<file path="src/rtl/tt_um_leg_solver.sv">
// Missing-leg solver: y = floor(sqrt(r*r - x*x)) via shift-add squares and a restoring root.
// Optional LEG_SOLVER_ROUND_EN rounds the root to nearest (saturating at 255).
module tt_um_leg_solver (
  input  logic       clk,
  input  logic       rst_n,
  input  logic       ena,
  input  logic [7:0] ui_in,
  input  logic [7:0] uio_in,
  output logic [7:0] uo_out,
  output logic [7:0] uio_out,
  output logic [7:0] uio_oe
);

  typedef enum logic [2:0] {
    IDLE, SQ, SUB, ROOT, DONE
  } state_t;

  state_t      state_q, state_d;
  logic [7:0]  r_q, r_d;
  logic [7:0]  x_q, x_d;
  logic [15:0] ra_q, ra_d;
  logic [15:0] xa_q, xa_d;
  logic [15:0] rad_q, rad_d;
  logic [15:0] rem_q, rem_d;
  logic [7:0]  root_q, root_d;
  logic [2:0]  cnt_q, cnt_d;
  logic [7:0]  y_q, y_d;
  logic        busy_q, busy_d;
  logic        done_q, done_d;
  logic        err_q, err_d;
  logic        erf_q, erf_d;

  logic        ld_r, start;
  logic [15:0] r_sh, x_sh;
  logic [16:0] diff;
  logic [15:0] rem_s, trial;
  logic [7:0]  res;
  logic        unused_ok;

  assign ld_r  = uio_in[0];
  assign start = uio_in[1];

  // partial products: operand shifted to the current multiplier bit weight
  assign r_sh = {8'b0, r_q} << cnt_q;
  assign x_sh = {8'b0, x_q} << cnt_q;

  assign diff = {1'b0, ra_q} - {1'b0, xa_q};

  // restoring root step: bring down two radicand bits, try (4*root + 1)
  assign rem_s = {rem_q[13:0], rad_q[15:14]};
  assign trial = {6'b0, root_q, 2'b01};

`ifdef LEG_SOLVER_ROUND_EN
  // remainder = rad - q*q, so rad > q*q + q is simply rem > q
  assign res = ((rem_q > {8'b0, root_q}) && (root_q != 8'hff))
             ? root_q + 8'd1 : root_q;
`else
  assign res = root_q;
`endif

  assign uo_out    = y_q;
  assign uio_out   = {busy_q, done_q, err_q, 5'b0};
  assign uio_oe    = 8'b1110_0000;
  assign unused_ok = ^{ena, uio_in[7:2]};

  // next-state and datapath control
  always_comb begin
    state_d = state_q;
    r_d     = r_q;
    x_d     = x_q;
    ra_d    = ra_q;
    xa_d    = xa_q;
    rad_d   = rad_q;
    rem_d   = rem_q;
    root_d  = root_q;
    cnt_d   = cnt_q;
    y_d     = y_q;
    busy_d  = busy_q;
    done_d  = 1'b0;
    err_d   = err_q;
    erf_d   = erf_q;
    unique case (state_q)
      IDLE: begin
        if (ld_r) r_d = ui_in;
        if (start) begin
          x_d     = ui_in;
          ra_d    = '0;
          xa_d    = '0;
          cnt_d   = '0;
          busy_d  = 1'b1;
          state_d = SQ;
        end
      end
      SQ: begin
        if (r_q[cnt_q]) ra_d = ra_q + r_sh;
        if (x_q[cnt_q]) xa_d = xa_q + x_sh;
        cnt_d = cnt_q + 3'd1;
        if (cnt_q == 3'd7) state_d = SUB;
      end
      SUB: begin
        erf_d   = diff[16];
        rad_d   = diff[16] ? 16'd0 : diff[15:0];
        rem_d   = '0;
        root_d  = '0;
        cnt_d   = '0;
        state_d = ROOT;
      end
      ROOT: begin
        if (rem_s >= trial) begin
          rem_d  = rem_s - trial;
          root_d = {root_q[6:0], 1'b1};
        end else begin
          rem_d  = rem_s;
          root_d = {root_q[6:0], 1'b0};
        end
        rad_d = {rad_q[13:0], 2'b00};
        cnt_d = cnt_q + 3'd1;
        if (cnt_q == 3'd7) state_d = DONE;
      end
      DONE: begin
        y_d     = res;
        err_d   = erf_q;
        done_d  = 1'b1;
        busy_d  = 1'b0;
        state_d = IDLE;
      end
      default: state_d = IDLE;
    endcase
  end

  // state and datapath registers
  always_ff @(posedge clk or negedge rst_n) begin
    if (!rst_n) begin
      state_q <= IDLE;
      r_q     <= '0;
      x_q     <= '0;
      ra_q    <= '0;
      xa_q    <= '0;
      rad_q   <= '0;
      rem_q   <= '0;
      root_q  <= '0;
      cnt_q   <= '0;
      y_q     <= '0;
      busy_q  <= 1'b0;
      done_q  <= 1'b0;
      err_q   <= 1'b0;
      erf_q   <= 1'b0;
    end else begin
      state_q <= state_d;
      r_q     <= r_d;
      x_q     <= x_d;
      ra_q    <= ra_d;
      xa_q    <= xa_d;
      rad_q   <= rad_d;
      rem_q   <= rem_d;
      root_q  <= root_d;
      cnt_q   <= cnt_d;
      y_q     <= y_d;
      busy_q  <= busy_d;
      done_q  <= done_d;
      err_q   <= err_d;
      erf_q   <= erf_d;
    end
  end

endmodule

</file>
<file path="config.mk">
export PLATFORM = sky130hd
export DESIGN_NAME = tt_um_leg_solver
export DESIGN_NICKNAME = d
export VERILOG_FILES = /design/src/rtl/tt_um_leg_solver.sv
export SDC_FILE = /design/constraint.sdc
export NUM_CORES = 1
export LEC_CHECK = 0
export CAP_MARGIN = 20
export CELL_PAD_IN_SITES_DETAIL_PLACEMENT = 0
export CELL_PAD_IN_SITES_GLOBAL_PLACEMENT = 2
export CORE_UTILIZATION = 40
export DETAILED_ROUTE_END_ITERATION = 16
export PLACE_DENSITY = 0.95
export SKIP_LAST_GASP = 1
export SLEW_MARGIN = 20
export SYNTH_ARGS = -nofsm -noshare
export SYNTH_HDL_FRONTEND = slang
export SYNTH_SLANG_ARGS = --single-unit
</file>
<file path="constraint.sdc">
create_clock -name clk -period 8.4 [get_ports clk]
set_input_delay 1.68 -clock clk [delete_from_list [all_inputs] [get_ports clk]]
set_output_delay 1.68 -clock clk [all_outputs]
set_load 0.03 [all_outputs]
</file>
==> results.md <==
* Finish-stage setup viols at 0
* CP max stage delay at roughly 1.0 ns
* Worst reg-to-reg path cell count at 11
* Die ar. at between 0.015 and 0.02 mm²
* Inserted Clock Buffers at 9
* Input/output buffers at 22
* I/O Pins at 43
* Simple-gate share of the synthesized area at 14.10%
* Worst EP arrival at a little over 4 ns
* Maximum clock rate at 261.9 MHz
* Layout Skew at between 0.01 and 0.015 ns
* Top delay family on crit path: compound AO/OA/AOI/OAI gates
* Antenna violations before repair at 0
* Wirelength per Cell at 15.94 µm
* Die span in y at between 100 and 150 µm
* Violated checks: DRC
* Relative slew slack at a little under a third
* Yosys Warn Count at 0
* Crit Path Max Fanout at 26
* Fin. Hold Viols at 0
* Count leader, synth: dfrtp_1
* GRT Overall Usage at between 10% and 20%
* Crit path kind: reg2reg
* Max_cap viols at 0
* FP Rows at 49
* Largest net degree at the start of global routing at 55
* DRC Markers at 1
* CTS tree: done
* Vias in the first global route at 5706
* Final HPWL DP at 12820 µm
* Buf+Inv Stages, Crit Path at 1
* Clock Latency Late Sink at 0.36 ns
* Final nets at 916
* Hold Crit Class: reg2reg
* Clk buf depth at 2
* FF-to-FF Start: cnt_q[1]
* CP max-delay cell: dfrtp_1
* Hold path cells at 2
* Post-CTS Setup Inserts at 0
* Complex-gate fraction of the synthesized area at between 10% and 20%
* Worst Hold Endpoint: rad_q[1]
* Final Max Slew Viols at 0
* CTS resizes at 0
* Adder-Cell Fraction of Synth Area at a little over a tenth
* Crit path top cell by count: a31oi_1
* Core ar. at ~0.018 mm²
* Area growth from synthesis to layout at 8.657%
* Synth cell types at 63
* FF-to-FF End: ra_q[14]
* H-tree depth at 3
* Clock sink count at around 100
* CP Launch Type: flip-flop
* Unrepaired setup endpoints after global routing: no
* Starting Density at between 40% and 50%
* Worst-Margin Slew at between 1 and 1.5 ns
* Via/cell ratio at roughly 5.5
* Post-synth EDFFs at 0
* Synth area leaders: dfrtp_1 (35%), ha_1 (9.7%), mux2_2 (5.1%), nand2_1 (3.7%), mux2i_1 (3.6%)
* Final WL at about 17000 µm
* Share of the synthesized area in the top cell type at between 30% and 40%
* Worst reg2reg setup slack at 4.58 ns
* CTS Root Cell: clkbuf_16
* Die Width at 138.9 µm
* Mux share of post-synthesis cell area at around 9.9%
* Largest family of logic cells by synthesized area: compound AO/OA/AOI/OAI gates
* Req. time, crit path at between 8 and 9 ns
* Top_reg_cell synth: dfrtp_1
* Layout cells sized above 1 at 8.086%
* Post-Syn Instances at 838
* Kind of end point of the critical path: flip-flop
* Ys async rst share at 100.0%
* Top cells by count, synth: dfrtp_1 (104), nand2_1 (73), ha_1 (58)
* Seq/Total Area, Yosys at roughly a third
* Via Count at approximately 5.9k
* Mean Syn Cell Area at approximately 9.0 µm²
* Synthesized flop and latch total at between 100 and 150
* First-pass GRT wire length at between 20000 and 30000 µm
* CTS Hold Bufs at 0
* Fin Setup TNS at 0 ns
* Period minus WS final at ~3.8 ns
* Initial drt markers at 274
* XOR/XNOR Fraction of Synth Area at about 5.0%
* Post-Synthesis Cell Area at ~0.0075 mm²
* N_diodes at 0
* CP Cell Sequence: inv_1 -> a31oi_1 -> nor2_1 -> ha_1 -> nor2b_1 -> o21a_1 -> a311o_1 -> a31oi_1 -> o21ai_0 -> xnor2_1 -> o21ai_1
* Gpl congestion at about 0.91
* Status: finished with violations
* Yosys top cell by area: dfrtp_1
* Remaining global-route overflow at 0
* Clk slew on worst S/H paths at ~0.08 ns
* Final ANT Viol Nets at 0
* Worst hold start: rad_q[1]
* Fin crit share at 45.46%
* Initial DRT Pass Iterations at 12
## through the flow
step           std cells  instance area (µm²)  hold WS [ns]  setup slack (ns)  util, %
3_3_place_gp        1054                 7841        0.4632             4.640    43.21
3_5_place_dp        1054                 7841        0.4720             4.631    43.21
6_report            1070                 8150        0.4838             4.582    44.91
5_1_grt             1070                 8150        0.5126             4.283    44.91
2_1_floorplan        849                 7542        0.4450             5.256        -
4_1_cts             1070                 8148        0.4899             4.617    44.90
## sequential cells by signal (all words and copies together), names as in the netlist, 3 cells and up
signal   flops
ra_q        16
cnt_q        3
r_q          8
x_q          8
rad_q       16
rem_q       14
xa_q        16
state_q      3
res          8
uo_out       8
## layer usage
layer  vias to the layer above  routed length, µm  track usage (%)
met5                         -                  0                0
met4                         0                208            4.971
met3                        15                462            2.831
met2                        77               8234            32.11
met1                      2804               8156            24.35
li1                       2994                  -                -
## how the worst max path moves through the flow
stage	start	endpoint	slack (ns)	cells after the start
final	cnt_q[1]	ra_q[14]	4.58	11
after global routing	cnt_q[1]	ra_q[14]	4.28	11
after global placement	cnt_q[1]	ra_q[14]	4.64	11
after CTS	cnt_q[1]	ra_q[14]	4.62	11
after detailed placement	cnt_q[1]	ra_q[14]	4.63	11
after floorplan	cnt_q[1]	ra_q[12]	5.26	13
## worst min-delay path, stage by stage, from the launching register on
cell and delay (ns):
dfrtp_1 0.34, nand2_1 0.05, o21ai_1 0.06
## cell type report
| class | instances | area, µm² |
|---|---|---|
| fillers | 1827 | 9997 |
| inverters | 47 | 176.4 |
| clock buffers | 9 | 225.2 |
| flip-flops and latches | 104 | 2603 |
| well taps | 229 | 286.5 |
| repair buffers | 31 | 285.3 |
| multi-input cells | 643 | 4493 |
| clock inverters | 7 | 81.33 |
## kinds of logic (layout without fill, tap and decap cells)
group           after synthesis  count (layout)
compound gates              238             238
xor+xnor                     43              43
fa+ha+maj                    61              61
buf+inv                     102              94
flops                       104             104
mux                          65              65
other cells                   2              13
simple gates                223             223
## cells in the final DEF (no fill, tap or decap), types with 5 or more instances in the layout
master	count
dfrtp_1	104
nand2_1	73
ha_1	58
nor2_1	53
o21ai_1	52
a21oi_1	48
inv_1	47
o21ai_0	39
mux2_2	34
nand3_1	34
mux2i_1	27
xor2_1	26
clkdlybuf4s50_1	21
a21o_1	17
xnor2_1	17
and3_1	15
conb_1	13
a31oi_1	12
o21a_1	12
buf_4	10
clkbuf_16	9
nand2b_1	8
nor3_1	7
nor2b_1	7
or3_1	6
o22ai_1	5
o311ai_1	5
Power is not shown: default switching activity piles up to over one toggle a cycle in this logic, so the estimate is an artifact.
